## config.mk

```make
export PLATFORM = sky130hd
export DESIGN_NAME = mant_div_unit
export DESIGN_NICKNAME = d
export VERILOG_FILES = /design/src/rtl/alu_fp_pkg.sv /design/src/rtl/mant_div_unit_step.sv /design/src/rtl/mant_div_unit.sv
export SDC_FILE = /design/constraint.sdc
export NUM_CORES = 1
export LEC_CHECK = 0
export ABC_AREA = 0
export CAP_MARGIN = 10
export CORE_MARGIN = 3
export CORE_UTILIZATION = 56
export CTS_CLUSTER_DIAMETER = 100
export DETAILED_ROUTE_END_ITERATION = 10
export GPL_ROUTABILITY_DRIVEN = 0
export PLACE_DENSITY = 0.87
export SETUP_SLACK_MARGIN = 0.05
export SLEW_MARGIN = 20
export SYNTH_ARGS = -nofsm -noshare
export SYNTH_HDL_FRONTEND = slang
export SYNTH_SLANG_ARGS = --single-unit
```

## constraint.sdc

```tcl
create_clock -name sys_clk -period 3.4 [get_ports sys_clk]
set_input_delay 1.02 -clock sys_clk [delete_from_list [all_inputs] [get_ports sys_clk]]
set_output_delay 1.02 -clock sys_clk [all_outputs]
set_load 0.01 [all_outputs]
```

## src/rtl/alu_fp_pkg.sv

```systemverilog
// Shared FP ALU constants, divider state type and iteration count.
// Optional feature macro: MANT_DIV_ROUND_EN (guard bit plus round-to-nearest).
package alu_fp_pkg;

   localparam int unsigned MANT_W         = 24;
   localparam int unsigned FRAC_W         = 23;
   localparam int unsigned REM_W          = MANT_W + 2;
   localparam int unsigned OTHER_W        = 2;
   localparam int unsigned OTHER_ZERO_BIT = 1;
   localparam int unsigned OTHER_DEC_BIT  = 0;
   localparam int unsigned DIV_ITER_DEF   = 25;
`ifdef MANT_DIV_ROUND_EN
   localparam int unsigned DIV_ITER       = DIV_ITER_DEF + 1;
`else
   localparam int unsigned DIV_ITER       = DIV_ITER_DEF;
`endif
   localparam int unsigned CNT_W          = 5;

   typedef enum logic [1:0] {
      IDLE = 2'd0,
      CALC = 2'd1,
      NORM = 2'd2
   } div_state_e;

endpackage

```

## src/rtl/mant_div_unit_step.sv

```systemverilog
// One restoring-division iteration: compare, conditional subtract, shift left.
module mant_div_step
   import alu_fp_pkg::*;
(
   input  logic [REM_W-1:0]  rem,
   input  logic [MANT_W-1:0] b,
   output logic [REM_W-1:0]  rem_next,
   output logic              qbit
);

   logic [REM_W-1:0] b_ext;
   logic [REM_W-1:0] diff;

   // rem stays below 2*b, so the shifted difference always fits REM_W bits
   always_comb begin
      b_ext    = {2'b00, b};
      qbit     = (rem >= b_ext);
      diff     = rem - b_ext;
      rem_next = qbit ? {diff[REM_W-2:0], 1'b0} : {rem[REM_W-2:0], 1'b0};
   end

endmodule

```

## src/rtl/mant_div_unit.sv

```systemverilog
// Sequential mantissa divider: one quotient bit per cycle, normalized fraction out.
// Optional feature macro: MANT_DIV_ROUND_EN (extra guard bit, round to nearest).
module mant_div_unit
   import alu_fp_pkg::*;
(
   input  logic                sys_clk,
   input  logic                sys_rst_n,
   input  logic [MANT_W-1:0]   data1_in,
   input  logic [MANT_W-1:0]   data2_in,
   input  logic                trig,
   output logic [FRAC_W-1:0]   result_out,
   output logic [OTHER_W-1:0]  other_out,
   output logic                result_vld,
   output logic                busy
);

   div_state_e           state;
   logic [MANT_W-1:0]    b_r;
   logic [REM_W-1:0]     rem;
   logic [DIV_ITER-1:0]  q;
   logic [CNT_W-1:0]     cnt;
   logic                 zero_r;

   logic [REM_W-1:0]     rem_next;
   logic                 qbit;
   logic                 q_ge_one;
   logic [FRAC_W-1:0]    frac_sel;
   logic [FRAC_W-1:0]    frac_c;
   logic [OTHER_W-1:0]   other_c;

   mant_div_step u_step (
      .rem      (rem),
      .b        (b_r),
      .rem_next (rem_next),
      .qbit     (qbit)
   );

   // Pick the 23 fraction bits just below the leading one of the quotient
   always_comb begin
      q_ge_one = q[DIV_ITER-1];
      frac_sel = q_ge_one ? q[DIV_ITER-2 -: FRAC_W] : q[DIV_ITER-3 -: FRAC_W];
   end

`ifdef MANT_DIV_ROUND_EN
   localparam int unsigned SUM_W = FRAC_W + 1;
   logic             guard;
   logic [SUM_W-1:0] rnd_sum;
   logic             sat_fire;

   // Round half away from zero; a carry out cannot occur, saturate regardless
   always_comb begin
      guard    = q_ge_one ? q[1] : q[0];
      rnd_sum  = {1'b0, frac_sel} + SUM_W'(guard);
      sat_fire = rnd_sum[SUM_W-1] && (state == NORM) && !zero_r;
      frac_c   = rnd_sum[SUM_W-1] ? {FRAC_W{1'b1}} : rnd_sum[FRAC_W-1:0];
   end
`else
   // Truncation: remainder bits below the fraction are dropped
   always_comb begin
      frac_c = frac_sel;
   end
`endif

   // Flag word: zero result, or quotient below one (exponent decrement)
   always_comb begin
      other_c                = '0;
      other_c[OTHER_ZERO_BIT] = zero_r;
      other_c[OTHER_DEC_BIT]  = !zero_r && !q_ge_one;
   end

   // Control FSM, datapath registers and registered outputs
   always_ff @(posedge sys_clk or negedge sys_rst_n) begin
      if (!sys_rst_n) begin
         state      <= IDLE;
         b_r        <= '0;
         rem        <= '0;
         q          <= '0;
         cnt        <= '0;
         zero_r     <= 1'b0;
         result_out <= '0;
         other_out  <= '0;
         result_vld <= 1'b0;
         busy       <= 1'b0;
      end else begin
         result_vld <= 1'b0;
         case (state)
            IDLE: begin
               if (trig) begin
                  b_r  <= data2_in;
                  busy <= 1'b1;
                  if (!data1_in[MANT_W-1] || !data2_in[MANT_W-1]) begin
                     zero_r <= 1'b1;
                     state  <= NORM;
                  end else begin
                     zero_r <= 1'b0;
                     rem    <= {2'b00, data1_in};
                     q      <= '0;
                     cnt    <= '0;
                     state  <= CALC;
                  end
               end
            end
            CALC: begin
               rem <= rem_next;
               q   <= {q[DIV_ITER-2:0], qbit};
               cnt <= cnt + CNT_W'(1);
               if (cnt == CNT_W'(DIV_ITER - 1)) begin
                  state <= NORM;
               end
            end
            NORM: begin
               result_out <= zero_r ? '0 : frac_c;
               other_out  <= other_c;
               result_vld <= 1'b1;
               busy       <= 1'b0;
               state      <= IDLE;
            end
            default: begin
               state <= IDLE;
            end
         endcase
      end
   end

endmodule

```

==> run_results.csv <==
group,metric,value,unit
run_status,outcome,"complete, no violations",
synthesis,synth_cells,632,
synthesis,synth_ff_type,"dfrtp_1",
cts,clock_latency,0.37,ns
setup_path,ff2ff_setup_slack,0.36,ns
sta,slew_headroom,49.5,%
detailed_routing,num_vias,4981,
sta,fmax,329,MHz
setup_path,regToRegStartpoint,"rem[0]",
floorplan,placementRows,36,
synthesis,syn_area_per_cell,9.34,µm²
setup_path,r2r_end,"rem[23]",
global_route,grt_start_max_net_pins,73,
cts,cts_tree,"built",
sta,clock_skew,0.0138,ns
finish,fin_util,70.0,%
synthesis,yosysSeqAreaShare,46.6,%
floorplan,floorplan.core_area,10000,µm²
cts,cts_setup_buffers,0,
cts,root_buffer,"clkbuf_8",
setup_path,timing.critical_path.buf_inv,3,
detailed_routing,ant_nets,0,
detailed_routing,drc,0,
setup_path,cpLargestDelayFamily,"compound AO/OA/AOI/OAI gates",
synthesis,yosys-top-cells-area,"dfrtp_1 (47%), nand2_1 (6.2%), o21ai_0 (5.9%)",
setup_path,setup.worst_path.class,"reg2reg",
setup_path,cp_slowest_cell,"fa_1",
cts,cts_max_level,3,
detailed_routing,first_pass_iters,5,
cts,clk_pin_slew_worst_paths,0.11,ns
placed_design,dp_hpwl,10000,µm
synthesis,yosysWarnings,0,
hold_path,hp-class,"reg2reg",
floorplan,dieArea,11800,µm²
detailed_routing,drt_wl_total,14100,µm
sta,min_period,3.04,ns
detailed_routing,wire_per_inst,17.0,µm
global_route,grt_pass1_wl,23700,µm
detailed_routing,wirelength_met1,5810,µm
finish,fin_nets,769,
cts,cts_resized,0,
detailed_routing,drt_iter0_drc,351,
setup_path,crit_start,"rem[0]",
synthesis,async_reset_ff_share,100,%
setup_path,path_depth,12,
cts,cts_made_buffers,9,
synthesis,syn_area,5900,µm²
sta,setup_viol,0,
sta,hold_viol_final,0,
setup_path,cp_data_arrival_time,3.27,ns
cts,cts_hold_buf,0,
sta,drv_slew,0,
cts,clock_path_buffers,2,
sta,tns,0,ns
sta,worstMarginPinSlew,0.752,ns
synthesis,synth_top_cell_area_share,46.6,%
floorplan,initial_core_util,59.0,%
placed_design,numPortBuffers,77,
finish,syn2layout_area_growth,18.5,%
sta,rsz0062_at_grt,"no",
detailed_routing,via_per_inst,6.01,
setup_path,critPathCapture,"rem[23]",
setup_path,critPathMaxStageDelay,0.41,ns
global_route,grt_pass1_vias,4994,
sta,post-route-period-util,89.5,%
global_route,grt_usage,25.2,%
synthesis,yosys.area.top_type,"dfrtp_1",
detailed_routing,wl_met3,884,µm
finish,diodes,0,
cts,clkSinkCount,110,
floorplan,dieWidth,109,µm
setup_path,crit_top_cell,"inv_1",
detailed_routing,top_layer_used,"met4",
setup_path,crit_path_cell_trace,"inv_1 -> ha_1 -> inv_1 -> fa_1 -> a21o_1 -> a221oi_2 -> a21oi_2 -> o21ai_2 -> o31ai_2 -> buf_4 -> o32ai_1 -> a31oi_1",
floorplan,die_y,109,µm
global_route,grt-ovfl-total,0,
flow_run,max-cap-violations,0,
setup_path,startpoint_type,"flop",
pwr,leakagePower,3.00,nW
synthesis,synth_edf_count,0,
setup_path,reg2reg_depth,12,
synthesis,ys_types,56,
pwr,pwr_density_cell,1060,nW/µm²
finish,drive_gt1_share,6.47,%
detailed_routing,met2WireLength,7170,µm
synthesis,synth_seq_cells,110,
setup_path,crit_path_end_kind,"flop",
synthesis,syn_nets,710,
floorplan,io_pins,78,
setup_path,cp.required,3.63,ns
setup_path,crit_path_max_fanout,15,
pwr,peakVddDrop,0.634,mV
global_route,antenna_found_initial,0,
cell usage after synthesis (8+ instances only):
| library cell | n |
|---|---|
| a21o_1 | 12 |
| a21oi_1 | 34 |
| a22o_1 | 24 |
| a31oi_1 | 14 |
| clkbuf_1 | 27 |
| dfrtp_1 | 110 |
| ha_1 | 26 |
| inv_1 | 29 |
| mux2i_1 | 24 |
| nand2_1 | 97 |
| nand3_1 | 9 |
| nor2_1 | 28 |
| nor3_1 | 8 |
| o21ai_0 | 70 |
| o22ai_1 | 13 |
| or3_1 | 9 |
| xnor2_1 | 17 |
registers in the layout (all words and copies together), names as in the netlist:
register,cells
zero_r,1
q,25
busy,1
result_vld,1
result_out,23
state,2
cnt,5
rem,26
other_out,2
b_r,24
per-stage QoR:
| step | hold WS, ns | setup slack, ns | instance area [µm²] | power [mW] | instances |
|---|---|---|---|---|---|
| 2_1_floorplan | 0.467 | 0.761 | 5900 | 5.42 | 632 |
| 3_3_place_gp | 0.459 | 0.494 | 6770 | 6.28 | 813 |
| 3_5_place_dp | 0.470 | 0.291 | 6770 | 6.50 | 813 |
| 4_1_cts | 0.495 | 0.311 | 6990 | 7.37 | 829 |
| 5_1_grt | 0.511 | 0.144 | 7000 | 8.03 | 829 |
| 6_report | 0.492 | 0.359 | 7000 | 7.44 | 829 |
cell usage in the layout, fill, tap and decap left out, types with 3 or more instances in the layout:
master,n
a21o_1,12
a21oi_1,34
a22o_1,24
a31oi_1,14
and3_1,4
buf_4,8
clkbuf_8,9
clkdlybuf4s50_1,76
dfrtp_1,109
ha_1,26
inv_1,29
mux2i_1,24
nand2_1,97
nand2b_1,5
nand3_1,9
nand4_1,6
nor2_1,27
nor3_1,8
o21a_1,3
o21ai_0,70
o21ai_1,3
o21bai_1,3
o22ai_1,13
or3_1,9
xnor2_1,17
xor2_1,6
cell type report:
cell class                 instances  area, µm²
multi-input combinational        456       2910
clock inverter                     7       91.3
clock buffer                       9        124
sequential                       110       2750
inverter                          29        109
timing repair buffer              85        841
tap                              133        166
fill                             775       3000
worst reg2reg max path: stages (launching register included):
cell	delay, ns
dfrtp_1	0.39
inv_1	0.07
ha_1	0.15
inv_1	0.05
fa_1	0.41
a21o_1	0.22
a221oi_2	0.39
a21oi_2	0.12
o21ai_2	0.29
o31ai_2	0.22
buf_4	0.26
o32ai_1	0.26
a31oi_1	0.08
worst min path at each step:
stage / from / to / slack (ns) / cells past startpoint
final: result_out[15] / result_out[15] / 0.49 / 2
after global routing: result_out[4] / result_out[4] / 0.51 / 2
after CTS: result_out[15] / result_out[15] / 0.50 / 2
after detailed placement: result_out[15] / result_out[15] / 0.47 / 2
after global placement: other_out[0] / other_out[0] / 0.46 / 2
after floorplan: zero_r / other_out[0] / 0.47 / 1
layer usage:
layer  GRT usage [%]  vias to the layer above
met2            43.6                      198
met4            7.30                        0
met3            3.55                       26
met1            33.1                     2398
met5               0                        -
li1                -                     2359
power breakdown:
part / internal (mW) / switching (mW)
logic: 1.86 / 2.62
registers: 1.77 / 0.350
clock network: 0.358 / 0.491
total: 3.98 / 3.46
logic make-up (layout without fill, tap and decap cells):
logic type	Yosys count	after routing	share of synthesized area, %
AO/OA/AOI/OAI	203	203	22.0
AND/OR/NAND/NOR	177	177	13.2
flip-flops	110	110	46.6
buffers and inverters	66	130	4.39
adder cells (fa/ha/maj)	27	27	5.85
multiplexers	26	26	4.45
XOR/XNOR	23	23	3.41
(Power assumes the default switching activity.)
